===== src/rtl/ram_pkg.sv =====
// Shared types and helpers for the parametrised simple-dual-port RAM.
// Holds the clear-sequencer state type, the byte width and the even-parity helper
// used when the RAM_PARITY_EN build option is enabled.
package ram_pkg;

  localparam int BYTE_W = 8;

  typedef enum logic [0:0] {
    ST_CLEAR = 1'b0,
    ST_READY = 1'b1
  } ram_state_t;

  // Even-parity bit for one byte: storing this alongside the byte makes the
  // XOR of all nine bits zero.
  function automatic logic parity8(input logic [BYTE_W-1:0] b);
    return ^b;
  endfunction

endpackage


===== src/rtl/ram_clear_seq.sv =====
// Clear sequencer for ram_sdp_param.
// After reset it walks every address once, requesting a zero write per cycle,
// then parks in ST_READY until the next reset. init_busy is registered and
// drops on the same edge that enters ST_READY.
module ram_clear_seq
  import ram_pkg::*;
#(
  parameter int DEPTH  = 16,
  parameter int ADDR_W = $clog2(DEPTH)
) (
  input  logic              clk,
  input  logic              rst_n,
  output logic              init_busy,
  output logic              clr_we,
  output logic [ADDR_W-1:0] clr_addr
);

  localparam logic [ADDR_W-1:0] LAST_ADDR = ADDR_W'(DEPTH - 1);

  ram_state_t        state_r;
  ram_state_t        state_s;
  logic [ADDR_W-1:0] cnt_r;
  logic [ADDR_W-1:0] cnt_s;
  logic              busy_r;

  // Next-state and clear-write request decode.
  always_comb begin
    state_s = state_r;
    cnt_s   = cnt_r;
    clr_we  = 1'b0;
    case (state_r)
      ST_CLEAR: begin
        clr_we = 1'b1;
        if (cnt_r == LAST_ADDR) begin
          state_s = ST_READY;
          cnt_s   = {ADDR_W{1'b0}};
        end else begin
          cnt_s = cnt_r + ADDR_W'(1);
        end
      end
      ST_READY: begin
        state_s = ST_READY;
      end
      default: begin
        state_s = ST_CLEAR;
        cnt_s   = {ADDR_W{1'b0}};
      end
    endcase
  end

  // State, counter and busy flag registers; reset restarts the clear at address 0.
  always_ff @(posedge clk or negedge rst_n) begin
    if (!rst_n) begin
      state_r <= ST_CLEAR;
      cnt_r   <= {ADDR_W{1'b0}};
      busy_r  <= 1'b1;
    end else begin
      state_r <= state_s;
      cnt_r   <= cnt_s;
      busy_r  <= (state_s == ST_CLEAR);
    end
  end

  assign clr_addr  = cnt_r;
  assign init_busy = busy_r;

endmodule


===== src/rtl/ram_sdp_param.sv =====
// Parametrised single-clock simple-dual-port RAM with byte enables, a registered
// read port with a valid pulse, and a clear sequencer that zeroes every word
// after reset. Reads are read-first on an address collision.
// Build option: define RAM_PARITY_EN to store an even-parity bit per byte and
// flag a parity error alongside each read; otherwise parity_err is tied low.
module ram_sdp_param
  import ram_pkg::*;
#(
  parameter int DATA_W = 8,
  parameter int DEPTH  = 16,
  parameter int ADDR_W = $clog2(DEPTH)
) (
  input  logic                     clk,
  input  logic                     rst_n,
  input  logic                     wr_en,
  input  logic [ADDR_W-1:0]        wr_addr,
  input  logic [DATA_W-1:0]        wr_data,
  input  logic [DATA_W/BYTE_W-1:0] wr_be,
  input  logic                     rd_en,
  input  logic [ADDR_W-1:0]        rd_addr,
  output logic [DATA_W-1:0]        rd_data,
  output logic                     rd_valid,
  output logic                     init_busy,
  output logic                     parity_err
);

  localparam int NB = DATA_W / BYTE_W;
`ifdef RAM_PARITY_EN
  localparam int MEM_W = DATA_W + NB;
`else
  localparam int MEM_W = DATA_W;
`endif
  // One extra bit so DEPTH itself is representable for the range compare.
  localparam logic [ADDR_W:0] DEPTH_X = (ADDR_W + 1)'(DEPTH);

  generate
    if ((DATA_W % BYTE_W) != 0) begin : g_bad_data_w
      $error("ram_sdp_param: DATA_W must be a multiple of 8");
    end
    if (DEPTH < 2) begin : g_bad_depth
      $error("ram_sdp_param: DEPTH must be at least 2");
    end
  endgenerate

  // Plain array without reset so synthesis can map it onto block RAM.
  logic [MEM_W-1:0] mem_r [DEPTH];

  logic              busy_s;
  logic              clr_we_s;
  logic [ADDR_W-1:0] clr_addr_s;

  logic              we_s;
  logic [ADDR_W-1:0] waddr_s;
  logic [DATA_W-1:0] wdata_s;
  logic [NB-1:0]     wbe_s;
  logic [MEM_W-1:0]  wword_s;
  logic [MEM_W-1:0]  rword_s;
  logic              wr_in_range_s;
  logic              rd_in_range_s;

  logic [DATA_W-1:0] rd_data_r;
  logic              rd_valid_r;

  ram_clear_seq #(
    .DEPTH  (DEPTH),
    .ADDR_W (ADDR_W)
  ) u_clear_seq (
    .clk       (clk),
    .rst_n     (rst_n),
    .init_busy (busy_s),
    .clr_we    (clr_we_s),
    .clr_addr  (clr_addr_s)
  );

  assign wr_in_range_s = ({1'b0, wr_addr} < DEPTH_X);
  assign rd_in_range_s = ({1'b0, rd_addr} < DEPTH_X);

  // Write-port mux: the clear sequencer owns the port while busy, user writes otherwise.
  always_comb begin
    we_s    = 1'b0;
    waddr_s = wr_addr;
    wdata_s = wr_data;
    wbe_s   = wr_be;
    if (clr_we_s) begin
      we_s    = 1'b1;
      waddr_s = clr_addr_s;
      wdata_s = {DATA_W{1'b0}};
      wbe_s   = {NB{1'b1}};
    end else if (!busy_s && wr_en && wr_in_range_s) begin
      we_s = 1'b1;
    end else begin
      we_s = 1'b0;
    end
  end

  // Stored word image: data bytes plus, when enabled, one parity bit per byte above them.
  always_comb begin
    wword_s = {MEM_W{1'b0}};
    for (int i = 0; i < NB; i++) begin
      wword_s[i*BYTE_W +: BYTE_W] = wdata_s[i*BYTE_W +: BYTE_W];
`ifdef RAM_PARITY_EN
      wword_s[DATA_W + i] = parity8(wdata_s[i*BYTE_W +: BYTE_W]);
`endif
    end
  end

  // Byte-masked array write; a byte's parity bit travels with its enable.
  always_ff @(posedge clk) begin
    if (we_s) begin
      for (int i = 0; i < NB; i++) begin
        if (wbe_s[i]) begin
          mem_r[waddr_s][i*BYTE_W +: BYTE_W] <= wword_s[i*BYTE_W +: BYTE_W];
`ifdef RAM_PARITY_EN
          mem_r[waddr_s][DATA_W + i] <= wword_s[DATA_W + i];
`endif
        end
      end
    end
  end

  assign rword_s = mem_r[rd_addr];

`ifdef RAM_PARITY_EN
  logic perr_s;
  logic perr_r;

  // Any byte whose nine stored bits do not XOR to zero is a parity failure.
  always_comb begin
    perr_s = 1'b0;
    for (int i = 0; i < NB; i++) begin
      perr_s = perr_s | (parity8(rword_s[i*BYTE_W +: BYTE_W]) ^ rword_s[DATA_W + i]);
    end
  end

  // Parity flag is registered alongside the read data and only set with rd_valid.
  always_ff @(posedge clk or negedge rst_n) begin
    if (!rst_n) begin
      perr_r <= 1'b0;
    end else if (!busy_s && rd_en && rd_in_range_s) begin
      perr_r <= perr_s;
    end else begin
      perr_r <= 1'b0;
    end
  end

  assign parity_err = perr_r;
`else
  assign parity_err = 1'b0;
`endif

  // Registered read port: old word on collision, zero for out-of-range, data held when idle.
  always_ff @(posedge clk or negedge rst_n) begin
    if (!rst_n) begin
      rd_data_r  <= {DATA_W{1'b0}};
      rd_valid_r <= 1'b0;
    end else if (!busy_s && rd_en) begin
      rd_valid_r <= 1'b1;
      if (rd_in_range_s) begin
        rd_data_r <= rword_s[DATA_W-1:0];
      end else begin
        rd_data_r <= {DATA_W{1'b0}};
      end
    end else begin
      rd_valid_r <= 1'b0;
    end
  end

  assign rd_data   = rd_data_r;
  assign rd_valid  = rd_valid_r;
  assign init_busy = busy_s;

endmodule


===== config.mk =====
export PLATFORM = sky130hd
export DESIGN_NAME = ram_sdp_param
export DESIGN_NICKNAME = d
export VERILOG_FILES = /design/src/rtl/ram_pkg.sv /design/src/rtl/ram_clear_seq.sv /design/src/rtl/ram_sdp_param.sv
export SDC_FILE = /design/constraint.sdc
export NUM_CORES = 1
export LEC_CHECK = 0
export CAP_MARGIN = 25
export CORE_ASPECT_RATIO = 1.1
export CORE_UTILIZATION = 31
export CTS_CLUSTER_SIZE = 8
export DETAILED_ROUTE_END_ITERATION = 12
export GPL_TIMING_DRIVEN = 0
export SYNTH_ARGS = -nofsm -noshare
export SYNTH_HDL_FRONTEND = slang
export SYNTH_SLANG_ARGS = --single-unit

===== constraint.sdc =====
create_clock -name clk -period 2.2 [get_ports clk]
set_clock_uncertainty 0.1 [all_clocks]
set_input_delay 0.55 -clock clk [delete_from_list [all_inputs] [get_ports clk]]
set_output_delay 0.55 -clock clk [all_outputs]
set_load 0.01 [all_outputs]

==> results of run 1 <==
power groups by stage:
stage               clock network [uW]  registers [uW]  logic, uW
floorplan                            0            3060        186
global placement                     0            3060        363
detailed placement                   0            3060        367
CTS                               2700            3000        371
global route                      2800            3000        397
finish                            2670            3000        369
sequential cells by signal, indices dropped and copies added (netlist names):
register	flops
u_clear_seq.init_busy	1
u_clear_seq.state_r	1
mem_r	128
u_clear_seq.clr_addr	4
rd_data	8
rd_valid	1
final cells by class:
class                      instances  area (um2)  area share [%]
multi-input combinational        207        1470            21.0
timing repair buffer              29         290            4.15
clock inverter                    13         123            1.75
clock buffer                      19         433            6.18
inverter                           5        18.8           0.268
tap                              243         304            4.34
buffer                            19         144            2.06
sequential                       143        4220            60.3
cells in the final DEF (no fill, tap or decap), types with 2 or more instances in the layout:
cell type          n
a21oi_1           10
a22oi_1           18
a31oi_1            3
and2_1             9
buf_2              9
buf_4              3
buf_6              3
bufinv_16          2
clkbuf_1           4
clkbuf_16         17
clkdlybuf4s50_1   29
clkinv_1           5
clkinvlp_4         4
dfrtp_1           14
edfxtp_1         128
inv_1              5
mux2_2             2
mux2i_1           65
nand2_1           37
nand2b_1           3
nand3_1           18
nand3b_1           2
nand4_1            6
nor2_1             7
nor2_2             7
nor2_4             6
nor2b_1            3
o22ai_1            2
kinds of logic (layout without fill, tap and decap cells):
kind of cell / after synthesis / after routing / share of synthesized area [%]
buf+inv: 24 / 85 / 2.81
simple gates: 100 / 100 / 8.04
compound gates: 37 / 37 / 4.21
xor+xnor: 1 / 1 / 0.151
mux: 67 / 67 / 11.6
fa+ha+maj: 1 / 1 / 0.216
other cells: 1 / 1 / 0.0648
flops: 143 / 143 / 72.9
critical path: stages, from the launching register on:
cell and delay [ns]:
dfrtp_1 0.36, buf_2 0.17, buf_2 0.19, o32a_1 0.43, nor2_1 0.64
repair_timing:
item                       CTS  global route
setup buffers                0             0
setup endpoints to repair  128           104
gates resized for setup     10             8
stage by stage:
stage	TNS [ns]	instances	hold WS (ns)	utilization, %	cell area, um2
floorplan	0	374	0.154	-	5790
global placement	-50.79	646	0.366	34.8	6380
detailed placement	-58.03	646	0.372	34.8	6380
CTS	-3.51	678	0.384	38.0	6970
global route	-7.54	678	0.409	38.2	7000
finish	-1.44	678	0.381	38.2	7000
how the worst max path moves through the flow:
| stage | startpoint | to | slack [ns] | depth (start not counted) |
|---|---|---|---|---|
| floorplan | u_clear_seq.state_r | mem_r[5][0] | 0.35 | 4 |
| global placement | wr_en | mem_r[4][2] | -0.43 | 5 |
| detailed placement | wr_be | mem_r[2][7] | -0.52 | 5 |
| CTS | u_clear_seq.state_r | mem_r[0][3] | -0.10 | 5 |
| global route | u_clear_seq.state_r | mem_r[0][3] | -0.20 | 5 |
| finish | u_clear_seq.state_r | mem_r[4][7] | -0.06 | 4 |
cell usage after synthesis:
library cell | n | area share [%]
and2_1 | 9 | 0.97
a31oi_1 | 3 | 0.32
ha_1 | 1 | 0.22
clkbuf_1 | 2 | 0.13
o32a_1 | 1 | 0.17
nand2_1 | 37 | 2.4
nor2_2 | 1 | 0.11
nor2b_1 | 3 | 0.32
o31ai_1 | 1 | 0.13
dfrtp_1 | 14 | 6.1
nor3_1 | 1 | 0.086
nand4_1 | 6 | 0.65
nor2_1 | 19 | 1.2
conb_1 | 1 | 0.065
mux2_2 | 2 | 0.39
buf_6 | 3 | 0.58
edfxtp_1 | 128 | 66
o22ai_1 | 2 | 0.22
buf_4 | 3 | 0.39
mux2i_1 | 65 | 11
inv_1 | 5 | 0.32
nand2b_1 | 3 | 0.32
o21ai_1 | 1 | 0.086
buf_12 | 1 | 0.35
dfstp_2 | 1 | 0.45
xnor2_1 | 1 | 0.15
o21ai_0 | 1 | 0.086
a21oi_1 | 10 | 0.86
nor3b_1 | 1 | 0.13
a22oi_1 | 18 | 2.3
buf_8 | 1 | 0.26
nand3b_1 | 2 | 0.26
nand3_1 | 18 | 1.6
buf_2 | 9 | 0.78
per-layer routing:
metal / GRT usage (%) / up-vias
li1: - / 1510
met1: 15.1 / 1594
met2: 24.0 / 50
met3: 2.75 / 18
met4: 5.69 / 0
met5: 0 / -
==> results.txt, run 1 <==
----------------------------------------------------
[Status]
  Result of the run ... finished, violations left
  Violated checks ... setup timing

[Critical path]
  Classification of the worst setup path ... register to register
  Number of cells on the worst reg-to-reg path ... 4
  Endpoint type of the worst setup path ... register
  Startpoint type of the worst setup path ... register
  Startpoint of the worst register-to-register path ... u_clear_seq.state_r
  Arrival time of the worst setup path ... around 2.2 ns
  Maximum fanout encountered on the critical timing path ... 10
  Endpoint of the worst-slack reg-to-reg timing path ... mem_r[4][7]
  Critical Path RT ... 2.14 ns
  Worst R2R Setup Slack ... -0.06 ns

[Job]
  Max Cap Viol ... 0

[Synthesis]
  Post-Synthesis Mean Instance Area ... ~15 um2
  Count of state elements after synthesis ... roughly 140
  Post-Synthesis Cells ... between 300 and 400
  Post-synthesis net count ... between 300 and 400
  Proportion of synthesized chip area in sequential cells ... between 70% and 80%
  Synth unique cells ... 34
  Yosys warning count ... 0
  Post-Syn Area ... slightly below 6000 um2

[Drt]
  Metal3 WL ... about 430 um
  Top layer in use ... met4
  Router iterations before antenna repair ... 4
  Per-cell via count in the routed design ... 4.68
  1st-iter DRT viols ... between 200 and 250
  Met1 wire length ... ~5.0 mm
  WL per Instance ... roughly 18 um
  DRC viols ... 0
  Remaining antenna violation count ... 0
  Total vias in the final route ... 3,172
  Total Routed Length ... around 12 mm
  Routed wire length on met2 ... 6.60 mm

[CTS]
  Source-to-sink clock delay at the later pin of the worst-skew pair ... approximately 0.41 ns
  Max Root-Sink Buffers ... 2
  CTS Root Buffer Type ... clkbuf_16
  Clock tree from TritonCTS ... yes
  Number of clock sinks seen by CTS ... roughly 140
  CTS clk-pin slew, worst paths ... 0.05 ns
  Cts bufs inserted ... 17
  Maximum level of the CTS H-tree ... 4
  Cts hold-fix bufs ... 0

[Final layout]
  Layout cell share with drive strength beyond 1 ... between 10% and 20%
  Number of fillers in the final layout ... 1,707
  Growth of design area from synthesis to finish ... 20.9%
  Final antenna diode count ... 0
  Post-layout nets ... approximately 440

[Timing]
  Setup repair after global routing missed its margin ... true
  Final critical-path setup slack ... -0.0614 ns
  Tightest slew margin relative to the limit ... a little under half
  Hold violation count in the final report ... 0
  Final setup violation count ... 40
  Peak clock frequency supported by timing ... ~440 MHz
  Final-report max-slew violation count ... 0
  Period Utilization, post-route ... 103%
  Transition time at the pin with the least slew margin ... 0.809 ns
  Final worst path period need ... ~2.3 ns

[Hold path]
  Hold Crit Start ... rd_data[6]
  Endpoint with the worst hold slack ... rd_data[6]
  Min-delay worst type ... register to register
  Count of cells along the worst hold path ... 2

[Power and ir drop]
  Sequential cell fraction of total power ... between 40% and 50%
  Leak pwr ... approximately 0.0025 uW
  Net switching power ... roughly 1300 uW
  Power share of the combinational group ... under 10%
  Power density normalized to cell area ... ~860 nW/um2
  Relative contribution of the clock network to total power ... about 44%
  Switching part of the total ... roughly a fifth
  Internal portion of total power ... 4790 uW
  Peak VDD IR ... 0.515 mV
  Pwr Total ... between 6000 and 7000 uW

[Die]
  Die extent in x ... 132 um
  Floorplan die area ... 19,200 um2
  Standard cell core area ... ~18,000 um2
  I/O pin total ... 32
  Row count ... between 50 and 60
  Initial core utilization ... 31.6%
  Die Span Y ... about 150 um

[Placed design]
  Worst Setup Slack post-DPL ... -0.520 ns
  Buffers on Ports ... 29
  Total half-perimeter wirelength after legalization and detailed placement ... ~8.4 mm
  Final weighted congestion of routability-driven global placement ... between 0.7 and 0.8

[Global route]
  Via count of the first global-routing pass ... about 3.2k
  Largest net degree at the start of global routing ... 17
  Total global routing overflow ... 0
  GR Util All Layers ... between 10% and 20%
  Initial antenna violation count ... 0
  Global-route wire length before repair ... 18.4 mm

----------------------------------------------------
No activity file was read; power rests on OpenSTA's default activity.
==> run 2: changes to the inputs <==
--- a/config.mk
+++ b/config.mk
@@ -14,3 +14,4 @@
 export SYNTH_ARGS = -nofsm -noshare
 export SYNTH_HDL_FRONTEND = slang
 export SYNTH_SLANG_ARGS = --single-unit
+export TNS_END_PERCENT = 5
==> run 2 against run 1 <==
Compared with the run above: the flow still finishes with violations (setup timing); global-route usage unchanged; via count down 0.32%; clock power about the same; combinational power about the same; final cell count unchanged; flip-flop and latch count unchanged; critical path depth up 1; power about the same; critical endpoint unchanged.
==> results.txt, run 2 (same netlist as run 1, synthesis figures left out) <==
----------------------------------------------------
[Power and ir drop]
  Power density normalized to cell area ... ~870 nW/um2
  Pwr Total ... roughly 6000 uW
  Peak VDD IR ... about 0.53 mV
  Leak pwr ... 0.00245 uW
  Sequential cell fraction of total power ... between 40 and 50%
  Power share of the combinational group ... roughly 6.1%
  Relative contribution of the clock network to total power ... 44.2%
  Switching part of the total ... 20.7%
  Net switching power ... approximately 1200 uW
  Internal portion of total power ... 4790 uW

[Final layout]
  Post-layout nets ... 444
  Post-layout instance count excluding filler cells ... between 600 and 700
  Max reg flops ... 128
  Number of fillers in the final layout ... 1,713
  Most flops, register ... mem_r
  Final standard cell area without fillers ... between 6000 and 7000 um2
  Commonest non-fill, non-tap cell in the layout ... edfxtp_1
  Most frequent cells in the layout ... 128 x edfxtp_1, 65 x mux2i_1, 37 x nand2_1
  Growth of design area from synthesis to finish ... 20.4%
  Layout cell share with drive strength beyond 1 ... a little over an eighth
  Final antenna diode count ... 0

[Critical path]
  Classification of the worst setup path ... register to register
  Peak per-stage delay on the critical path ... 0.64 ns
  Critical-path cell list ... buf_2 > buf_2 > o22ai_1 > nand2_1 > nor2_1
  Largest delay share family, worst path ... simple AND/OR/NAND/NOR gates
  Endpoint type of the worst setup path ... register
  Arrival time of the worst setup path ... 2.20 ns
  Critical Path RT ... ~2.1 ns
  Maximum fanout encountered on the critical timing path ... 10
  Most used cell along the critical path ... buf_2
  CP bufs+invs ... 2
  Startpoint type of the worst setup path ... register
  Critical Path Slowest Stage Cell ... nor2_1

[CTS]
  Number of setup buffers added after CTS ... 0
  CTS clk-pin slew, worst paths ... around 0.050 ns
  CTS Root Buffer Type ... clkbuf_16
  Maximum level of the CTS H-tree ... 4
  Clock tree from TritonCTS ... yes
  Cts hold-fix bufs ... 0
  Max Root-Sink Buffers ... 2
  Source-to-sink clock delay at the later pin of the worst-skew pair ... between 0.4 and 0.5 ns
  Cts bufs inserted ... 17
  Number of clock sinks seen by CTS ... 143

[Timing]
  Final worst path period need ... 2.26 ns
  Final-report max-slew violation count ... 0
  Hold violation count in the final report ... 0
  Period Utilization, post-route ... 103%
  Peak clock frequency supported by timing ... approximately 440 MHz
  Final setup violation count ... 32
  Transition time at the pin with the least slew margin ... between 0.8 and 0.9 ns
  Tightest slew margin relative to the limit ... 44.1%
  Setup repair after global routing missed its margin ... true
  Final critical-path setup slack ... -0.0627 ns
  Total Neg Setup Slack ... -1.45 ns

[Status]
  Violated checks ... setup timing
  Result of the run ... finished, violations left

[Global route]
  GR Util All Layers ... approximately an eighth
  Largest net degree at the start of global routing ... 17
  Met2 Use GR ... 24.0%
  GRT busiest layer ... met2
  Via count of the first global-routing pass ... ~3.2k
  Initial antenna violation count ... 0
  Met3 Usage GRT ... 2.75%
  M1 GR Usage ... ~15%
  Total global routing overflow ... 0
  Global-route wire length before repair ... 18.4 mm

[Drt]
  1st-iter DRT viols ... 242
  Remaining antenna violation count ... 0
  Total vias in the final route ... 3,162
  DRC viols ... 0
  WL per Instance ... roughly 18 um
  Per-cell via count in the routed design ... around 4.7
  Total Routed Length ... about 12 mm
  Router iterations before antenna repair ... 4

[Die]
  I/O pin total ... 32
  Standard cell core area ... ~18,000 um2
  Row count ... 52
  Initial core utilization ... a little under a third
  Die Span Y ... about 150 um
  Die extent in x ... between 100 and 150 um
  Floorplan die area ... just under 20,000 um2

[Placed design]
  Total placed instance area ... ~6400 um2
  Number of placed instances, taps included ... 646
  Buffers on Ports ... 29
  Final weighted congestion of routability-driven global placement ... 0.789
  Total half-perimeter wirelength after legalization and detailed placement ... ~8.4 mm

[Hold path]
  Min-delay worst type ... register to register

[Job]
  Max Cap Viol ... 0

----------------------------------------------------
## run 2: layout make-up
cell class	instances	area (um2)	share of cell area (%)
Tap cell	243	304	4.36
Clock buffer	19	433	6.21
Sequential cell	143	4220	60.5
Clock inverter	13	123	1.76
Timing Repair Buffer	29	290	4.16
Multi-Input combinational cell	207	1440	20.6
Inverter	5	18.8	0.269
Buffer	19	144	2.06
## run 2: what timing repair did
action	CTS	global route
gates resized for setup	10	2
cloned	0	0
setup endpoints to repair	128	104
## run 2: worst min-delay path: stages, from the launching register on
cell	delay, ns
dfrtp_1	0.34
nand2_1	0.05
nand3_1	0.06
## run 2: worst paths after layout
check	from	end	slack [ns]	cells past startpoint
max in group asynchronous	rst_n	rd_data[7]	0.96	1
worst min register to register	rd_data[6]	rd_data[6]	0.38	2
worst max register to register	u_clear_seq.state_r	mem_r[4][7]	-0.06	5
worst max-delay path	u_clear_seq.state_r	mem_r[4][7]	-0.06	5
worst min-delay path	rd_data[6]	rd_data[6]	0.38	2
min in group asynchronous	rst_n	rd_valid	0.52	1
## run 2: power groups by stage
stage	clock network, uW	logic [uW]	registers (uW)
floorplan	0	186	3060
global placement	0	363	3060
detailed placement	0	367	3060
CTS	2700	371	3000
global route	2800	394	3000
finish	2670	367	3000
## run 2: layer usage
metal  vias up  routed length [um]  share of wire, %
met5         -                   0                 0
met4         0                 227               1.8
met3        14                 433               3.5
met2        58                6630                54
met1      1580                5040                41
li1       1510                   -                 -
## run 2: through the flow
stage / utilization (%) / setup slack (ns) / hold WS [ns]
after global routing: 38.0 / -0.198 / 0.409
after floorplan: - / 0.349 / 0.154
after CTS: 38.0 / -0.102 / 0.384
after detailed placement: 34.8 / -0.520 / 0.372
after global placement: 34.8 / -0.426 / 0.366
final: 38.0 / -0.0627 / 0.381
